$ cat config.mk
export PLATFORM = sky130hd
export DESIGN_NAME = id_ex_stage
export DESIGN_NICKNAME = d
export VERILOG_FILES = /design/src/rtl/id_ex_stage.sv
export SDC_FILE = /design/constraint.sdc
export NUM_CORES = 1
export LEC_CHECK = 0
export ABC_AREA = 1
export CORE_MARGIN = 2
export CORE_UTILIZATION = 46
export DETAILED_ROUTE_END_ITERATION = 12
export HOLD_SLACK_MARGIN = 0.02
export PLACE_DENSITY = 0.9
export SLEW_MARGIN = 20
export SYNTH_ARGS = -nofsm -noshare
export SYNTH_HDL_FRONTEND = slang
export SYNTH_SLANG_ARGS = --single-unit
export TNS_END_PERCENT = 30
$ cat constraint.sdc
create_clock -name clk_i -period 2.6 [get_ports clk_i]
set_input_delay 0.65 -clock clk_i [delete_from_list [all_inputs] [get_ports clk_i]]
set_output_delay 0.65 -clock clk_i [all_outputs]
set_load 0.1 [all_outputs]
$ cat src/rtl/id_ex_stage.sv
// id_ex_stage: ID/EX pipeline register with load-use hazard detection.
// Inserts a single bubble when a load in EX feeds the instruction in ID,
// kills the ID instruction on a taken branch, and counts stall/flush events.
module id_ex_stage #(
    parameter int XLEN  = 32,
    parameter int CNT_W = 16
) (
    input  logic             clk_i,
    input  logic             rst_i,
    input  logic             Valid_ID,
    input  logic [4:0]       RS1Addr_ID,
    input  logic [4:0]       RS2Addr_ID,
    input  logic [4:0]       RDAddr_ID,
    input  logic [XLEN-1:0]  RS1Data_ID,
    input  logic [XLEN-1:0]  RS2Data_ID,
    input  logic [XLEN-1:0]  Imm_ID,
    input  logic [9:0]       Funct_ID,
    input  logic [1:0]       ALUOp_ID,
    input  logic             ALUSrc_ID,
    input  logic             RegWrite_ID,
    input  logic             MemtoReg_ID,
    input  logic             MemRead_ID,
    input  logic             MemWrite_ID,
    input  logic             Flush_i,
    output logic             Valid_EX,
    output logic [4:0]       RS1Addr_EX,
    output logic [4:0]       RS2Addr_EX,
    output logic [4:0]       RDAddr_EX,
    output logic [XLEN-1:0]  RS1Data_EX,
    output logic [XLEN-1:0]  RS2Data_EX,
    output logic [XLEN-1:0]  Imm_EX,
    output logic [9:0]       Funct_EX,
    output logic [1:0]       ALUOp_EX,
    output logic             ALUSrc_EX,
    output logic             RegWrite_EX,
    output logic             MemtoReg_EX,
    output logic             MemRead_EX,
    output logic             MemWrite_EX,
    output logic             Stall_o,
    output logic [CNT_W-1:0] StallCnt_o,
    output logic [CNT_W-1:0] FlushCnt_o
);

    // Fields that must be cleared on a bubble so it can never match or write.
    typedef struct packed {
        logic       valid;
        logic [4:0] rs1;
        logic [4:0] rs2;
        logic [4:0] rd;
        logic [1:0] alu_op;
        logic       alu_src;
        logic       reg_write;
        logic       mem_to_reg;
        logic       mem_read;
        logic       mem_write;
    } ctrl_t;

    // Payload fields that are don't-care inside a bubble and simply hold.
    typedef struct packed {
        logic [XLEN-1:0] rs1_data;
        logic [XLEN-1:0] rs2_data;
        logic [XLEN-1:0] imm;
        logic [9:0]      funct;
    } data_t;

    ctrl_t ctrl_d, ctrl_q;
    data_t data_d, data_q;
    logic  hazard;
    logic  bubble;
    logic  [CNT_W-1:0] stall_cnt, flush_cnt;

    assign ctrl_d = '{valid: 1'b1, rs1: RS1Addr_ID, rs2: RS2Addr_ID, rd: RDAddr_ID,
                      alu_op: ALUOp_ID, alu_src: ALUSrc_ID, reg_write: RegWrite_ID,
                      mem_to_reg: MemtoReg_ID, mem_read: MemRead_ID, mem_write: MemWrite_ID};
    assign data_d = '{rs1_data: RS1Data_ID, rs2_data: RS2Data_ID, imm: Imm_ID, funct: Funct_ID};

    // Load-use detection; both source fields are compared regardless of opcode.
    always_comb begin
        hazard = ctrl_q.mem_read & ctrl_q.valid & Valid_ID & (ctrl_q.rd != 5'd0) &
                 ((ctrl_q.rd == RS1Addr_ID) | (ctrl_q.rd == RS2Addr_ID));
        bubble = hazard | Flush_i | ~Valid_ID;
    end

    // A flush kills the instruction anyway, so it suppresses the stall.
    assign Stall_o = hazard & ~Flush_i;

    // Control/address register: load on advance, clear on bubble.
    always_ff @(posedge clk_i or negedge rst_i) begin
        if (!rst_i)      ctrl_q <= '0;
        else if (bubble) ctrl_q <= '0;
        else             ctrl_q <= ctrl_d;
    end

    // Payload register: load on advance, hold on bubble.
    always_ff @(posedge clk_i or negedge rst_i) begin
        if (!rst_i)       data_q <= '0;
        else if (!bubble) data_q <= data_d;
    end

    // Free-running debug event counters, wrapping on overflow.
    always_ff @(posedge clk_i or negedge rst_i) begin
        if (!rst_i) begin
            stall_cnt <= '0;
            flush_cnt <= '0;
        end else begin
            if (Stall_o)             stall_cnt <= stall_cnt + CNT_W'(1);
            if (Flush_i && Valid_ID) flush_cnt <= flush_cnt + CNT_W'(1);
        end
    end

    assign Valid_EX    = ctrl_q.valid;
    assign RS1Addr_EX  = ctrl_q.rs1;
    assign RS2Addr_EX  = ctrl_q.rs2;
    assign RDAddr_EX   = ctrl_q.rd;
    assign ALUOp_EX    = ctrl_q.alu_op;
    assign ALUSrc_EX   = ctrl_q.alu_src;
    assign RegWrite_EX = ctrl_q.reg_write;
    assign MemtoReg_EX = ctrl_q.mem_to_reg;
    assign MemRead_EX  = ctrl_q.mem_read;
    assign MemWrite_EX = ctrl_q.mem_write;
    assign RS1Data_EX  = data_q.rs1_data;
    assign RS2Data_EX  = data_q.rs2_data;
    assign Imm_EX      = data_q.imm;
    assign Funct_EX    = data_q.funct;
    assign StallCnt_o  = stall_cnt;
    assign FlushCnt_o  = flush_cnt;

endmodule

==> metrics, run 1 <==
outcome=complete, no violations; TritonCTS buffer count=17; Hold Buf Count CTS=0; initial antenna violation count=0; core footprint=around 15,000 um^2; r2r startpoint=RDAddr_EX[0]; RSZ-0062 raised after global routing=false; total grt overflow=0; final period utilization=94.3%; HPWL after DPL=14,200 um; vias in the first global route=between 6,000 and 7,000; cell count after synthesis=between 800 and 900; CTS Buffer Depth=2; layout overhead on the synthesized area=50.6%; Tmin final=2.45 ns; syn_nets=roughly 950; count of pins over their slew limit=0; pwr/cell area=approximately 840 nW/um^2; WS Path Type=in -> out; Starting Density=47.3%; # diodes=0; buffers added on ports=about 300; average vias per placed instance=approximately 5; LEAKAGE=5.57 nW; largest net degree at the start of global routing=approximately 110; Tightest Pin Transition=just under 0.5 ns; nets=about 1,200; Crit. End Element=primary output; Clock Tree Root=clkbuf_16; Hold Vio Cnt, Final=0; Placed Area=roughly 9800 um^2; Final Cell Area=approximately 10,000 um^2; antenna viol nets, final=0; initial DRC count=between 400 and 500; # Max-Cap Violations=0; Pre-antenna DRT Iters=5; critical path launch point type=input port; Finished Layout Cells=about 1,300; Synth Register Bits=between 150 and 200; f_max=about 0.4 GHz; Yosys cell types=22; Filler cells=between 1,000 and 1,500; Critical path origin=Flush_i; most frequent cells in the layout=nand2_1, buf_4, dfrtp_1; clock latency at the later pin of the worst-skew pair=approximately 0.42 ns; Seq. cell area=about 4000 um^2; Arr. time, crit path=around 1.8 ns; sequential share of the synthesized area=58.2%; worst-path cell chain=clkdlybuf4s50_1 > clkinv_1 > nand3_4 > clkinvlp_4 > buf_12; all-layer global routing usage=approximately a quarter; Clock Sinks=around 160; Relative slew margins=about two thirds; RePlAce Congestion=about 0.86; Die Y-Extent=~130 um; clock skew=roughly 0.0070 ns; commonest non-fill, non-tap cell in the layout=nand2_1; share of cells above drive strength 1=a little over a fifth; Clock transition at path regs=about 0.06 ns; die area=between 15,000 and 20,000 um^2; Ports=~300; Post-Syn Area=6920 um^2; first-pass GRT wire length=31,700 um; CTS tree=done; critical path required time=approximately 2.0 ns; Pwr Total=~8.8 mW; Max FO, Critical Path=3; synth warn=0; multi-input logic area=roughly 2500 um^2; VDD IR max=0.000511 V; DRT Wirelength=19,700 um; DRC viols=0; # rows=44; Worst path max stage delay=~0.58 ns; worst hold path class=in -> async; Critical-path top delay cell=clkdlybuf4s50_1; H-tree level count=4; number of setup violations in the final report=0; Die X=~130 um; synthesized area per cell=around 8.5 um^2; final hold slack=~0.15 ns; dpl cells=1,274; drt wl/cell=roughly 15 um; vias after detailed routing=between 6,000 and 7,000
==> logic make-up (layout without fill, tap and decap cells) <==
group / Yosys count / after routing / share of synthesized area [%]
compound gates: 5 / 5 / 0.361
xor+xnor: 21 / 21 / 2.66
fa+ha+maj: 2 / 2 / 0.361
buf+inv: 98 / 407 / 6.15
flops: 161 / 161 / 58.2
simple gates: 528 / 528 / 32.3
==> critical path: cells and delay by family <==
kind                   cells  cell delay [ns]
buffers and inverters      4             1.02
AND/OR/NAND/NOR            1             0.13
==> where the power goes <==
group	switching [mW]	total, mW	internal, mW
combinational	2.54	3.24	0.695
clock	1.00	2.53	1.53
sequential	0.209	2.99	2.78
==> metrics by stage <==
stage	util, %	setup slack (ns)	TNS, ns
2_1_floorplan	-	0.0495	0
3_3_place_gp	66.8	-0.0240	-0.0240
3_5_place_dp	66.8	-0.0649	-0.0704
4_1_cts	71.0	0.00975	0
5_1_grt	71.2	0.0615	0
6_report	71.2	0.149	0
==> final timing paths <==
check / to / slack, ns / depth (start not counted)
setup / recovery: Stall_o / 0.15 / 5
hold / removal: FlushCnt_o[10] / 0.15 / 1
setup reg to reg: RS2Data_EX[27] / 0.66 / 11
hold reg to reg: Imm_EX[16] / 0.47 / 2
max in group asynchronous: RS2Data_EX[22] / 1.83 / 2
min in group clk_i: Imm_EX[16] / 0.47 / 2
==> area by class of cell <==
type | instances | area share (%)
Clock inverter | 10 | 1.21
Inverter | 57 | 2.09
Multi-Input combinational cell | 556 | 23.9
Sequential cell | 161 | 38.7
Clock buffer | 22 | 4.65
Tap cell | 184 | 2.21
Timing Repair Buffer | 318 | 27.2
==> layer usage <==
layer	vias to the layer above	GRT usage, %	part of all wire (%)
met5	-	0	0
met4	0	9.89	2.9
met3	44	7.34	7.7
met2	271	41.9	51
met1	3083	30.5	38
li1	3157	-	-
==> flip-flops by register name, indices dropped and copies added, names as in the netlist <==
signal / cells
Imm_EX: 32
RS1Data_EX: 32
RS2Data_EX: 32
FlushCnt_o: 16
StallCnt_o: 16
Funct_EX: 10
RDAddr_EX: 5
RS1Addr_EX: 5
RS2Addr_EX: 5
ALUOp_EX: 2
ALUSrc_EX: 1
MemRead_EX: 1
MemWrite_EX: 1
MemtoReg_EX: 1
RegWrite_EX: 1
Valid_EX: 1
==> synth_stat cells <==
library cell	instances	area share [%]
clkbuf_1	15	0.81
xnor2_1	8	1.0
xor2_1	13	1.6
clkinv_1	1	0.054
nor3_1	6	0.43
nand2_4	2	0.33
buf_2	10	0.72
dfrtp_1	161	58
ha_1	2	0.36
buf_6	1	0.16
o21ai_0	5	0.36
inv_2	5	0.27
nor3b_1	1	0.11
nand4_1	26	2.4
inv_1	51	2.8
nand3_1	121	8.7
buf_1	5	0.27
nor2_1	52	2.8
buf_4	10	1.1
nand2_2	1	0.090
nand2_1	318	17
nand3_2	1	0.14
==> what timing repair did <==
item                                    4_1_cts  5_1_grt
buffers inserted                              1        1
gates cloned                                  0        0
pin swaps                                     6        2
gates resized for setup                       7        6
endpoints found under the setup margin        1        1
No activity file was read; power rests on OpenSTA's default activity.
==> run 2: changes to the inputs <==
Settings changed: CORE_UTILIZATION 46 to 30, GPL_TIMING_DRIVEN set to 0, PLACE_DENSITY 0.9 to 0.66.
Clock period 2.6 ns to 2.02 ns, I/O delays scaled along.
==> run 2 against run 1 <==
Net effect:
- the run now ends with negative setup slack left
- die area up 51%
- clock power up 29%
- wire length up 12%
- sequential share of layout area down 2.3 points
- worst hold slack worse by 0.12 ns
- total power up 29%
- first-iteration DRC count down 37%
- flip-flop and latch count unchanged
- clock-buffer cell count down 5
- critical path type unchanged
==> metrics, run 2 (synthesis gave the netlist of run 1 again) <==
WS Path Type=in -> out; Clock Tree Root=clkbuf_16; outcome=complete, but fails checks; CTS tree=done; Tightest Pin Transition=0.623 ns (+0.138 ns); clock latency at the later pin of the worst-skew pair=0.42 ns (about the same); Placed Area=10,300 um^2 (+5.2%); Clock Sinks=161 (unchanged); dpl cells=1,394 (+9.4%); pwr/cell area=1020 nW/um^2 (+21%); Filler cells=2,151 (+96%); Clock transition at path regs=0.07 ns (about the same); vias in the first global route=6,349 (+2.2%); final hold slack=0.0305 ns (-0.122 ns); HPWL after DPL=16,100 um (+13%); VDD IR max=0.000695 V (+36%); RePlAce Congestion=0.835 (-3.2%); die area=24,300 um^2 (+51%); final worst slack=-0.266 ns (-0.416 ns); Pwr Total=11.3 mW (+29%); met1 wire length=9440 um (+25%); Finished Layout Cells=1,429 (+9.3%); r2r startpoint=RDAddr_EX[1]; buffers added on ports=293 (unchanged); DRT Wirelength=22,100 um (+12%); RR Endpoint=RS1Data_EX[26]; Seq. cell area=4050 um^2 (+0.40%); initial DRC count=254 (-37%); H-tree level count=4 (unchanged); share of cells above drive strength 1=22.4% (+1.1 points); clock skew=0.0132 ns (+0.00612 ns); critical path required time=1.51 ns (-0.44 ns); layout overhead on the synthesized area=60.6%; sequential share of power=33.9% (-0.2 points); Final Cell Area=11,100 um^2 (+6.7%); # rows=55 (+25%); # diodes=0 (unchanged); all-layer global routing usage=18.5% (-6.5 points); most frequent cells in the layout=nand2_1, clkdlybuf4s15_2, dfrtp_1; count of pins over their slew limit=0 (unchanged); drt wl/cell=15.5 um (+2.7%); Logic pwr share=37.2% (+0.2 points); number of setup violations in the final report=41 (+41); Max FO, Critical Path=8 (+5); Starting Density=30.6% (-17 points); CTS Buffer Depth=2 (unchanged); Crit. End Element=primary output; DRC viols=0 (unchanged); Ports=294 (unchanged); LEAKAGE=5.40 nW (-3.0%); RSZ-0062 raised after global routing=true; f_max=between 0.4 and 0.5 GHz; flop2flop setup slack=-0.03 ns (-0.69 ns); Critical path origin=Flush_i; met2 WL=10,500 um (+4.0%); P_sw=5.07 mW (+35%); # Max-Cap Violations=0 (unchanged); TritonCTS buffer count=17 (unchanged); P_int=6.26 mW (+25%); Critical Path End=Stall_o; Hold Buf Count CTS=0 (unchanged); largest net degree at the start of global routing=91 (-15%); met3 routed WL=1900 um (+26%); core footprint=22,600 um^2 (+55%); initial antenna violation count=1 (+1); Net Sw Frac=44.8% (+1.9 points); Pre-antenna DRT Iters=5 (unchanged); Tmin final=between 2 and 2.5 ns; Arr. time, crit path=1.78 ns (-0.02 ns); failing checks=negative setup slack; nets=1,265 (+1.6%); total grt overflow=0 (unchanged); Highest Signal Layer=met5; commonest non-fill, non-tap cell in the layout=nand2_1; clock network fraction of design power=28.9% (about the same); multi-input logic area=2520 um^2 (+0.85%); Hold Vio Cnt, Final=0 (unchanged); antenna viol nets, final=0 (unchanged); final period utilization=113%; Die X=156 um (+23%); Post-Route Setup TNS=-6.03 ns (-6.03 ns); worst reg-to-reg path cell count=10 (-1); first-pass GRT wire length=35,100 um (+11%); critical path launch point type=input port; worst hold path class=in -> async; vias after detailed routing=6,464 (-1.4%); average vias per placed instance=4.52 (-9.7%); Relative slew margins=58.4% (-9.3 points); Die Y-Extent=156 um (+23%)
-- run 2: changes by cell type in the layout (fill, tap and decap cells not counted), sizes merged --
cell,previous run,this run
clkbuf,22,34
clkdlybuf4s50,120,121
clkinvlp,4,3
clkinv,5,3
clkdlybuf4s15,0,153
bufinv,2,1
buf,188,38
dlymetal6s2s,4,0
inv,56,65
dlygate4sd2,6,9
-- run 2: cell type report --
class	instances	share of cell area, %
sequential	161	36.5
multi-input combinational	556	22.6
inverter	57	2.01
clock inverter	15	1.46
clock buffer	17	3.83
timing repair buffer	298	28.3
buffer	40	2.10
tap	285	3.21
-- run 2: metrics by stage --
stage | worst slack [ns] | util (%)
final | -0.266 | 49.1
after global routing | -0.356 | 49.1
after CTS | -0.368 | 49.2
after detailed placement | -1.57 | 45.4
after global placement | -7.67 | 45.3
after floorplan | -0.189 | -
-- run 2: timing repair --
| action | in CTS | in global routing |
|---|---|---|
| pin swaps | 10 | 9 |
| buffers inserted | 4 | 0 |
| endpoints found under the setup margin | 288 | 136 |
| resized for setup | 509 | 33 |
| gates cloned | 0 | 0 |
-- run 2: metal layers --
metal	track usage (%)	vias up
met5	0	-
met4	3.98	2
met3	6.97	18
met2	29.9	215
met1	23.7	3027
li1	-	3202
-- run 2: worst max-delay path: stages --
cell and delay [ns]:
clkdlybuf4s50_1 0.59, clkinvlp_4 0.25, nand3_4 0.17, clkinvlp_4 0.10, buf_12 0.17
-- run 2: worst min path at each step --
stage | startpoint | to | slack (ns) | depth (start not counted)
4_1_cts | rst_i | FlushCnt_o[9] | 0.05 | 1
6_report | rst_i | FlushCnt_o[9] | 0.03 | 1
3_5_place_dp | RS1Data_EX[30] | RS1Data_EX[30] | 0.46 | 2
2_1_floorplan | rst_i | ALUOp_EX[0] | 0.21 | 0
3_3_place_gp | RS2Data_EX[18] | RS2Data_EX[18] | 0.45 | 2
5_1_grt | rst_i | FlushCnt_o[9] | 0.06 | 1
-- run 2: power by group through the flow --
stage	Clock (mW)	Combinational, mW	Sequential (mW)
finish	3.27	4.21	3.84
global route	3.50	4.39	3.90
CTS	3.36	4.23	3.85
detailed placement	0	4.33	3.90
global placement	0	4.31	3.89
floorplan	0	0.470	6.45
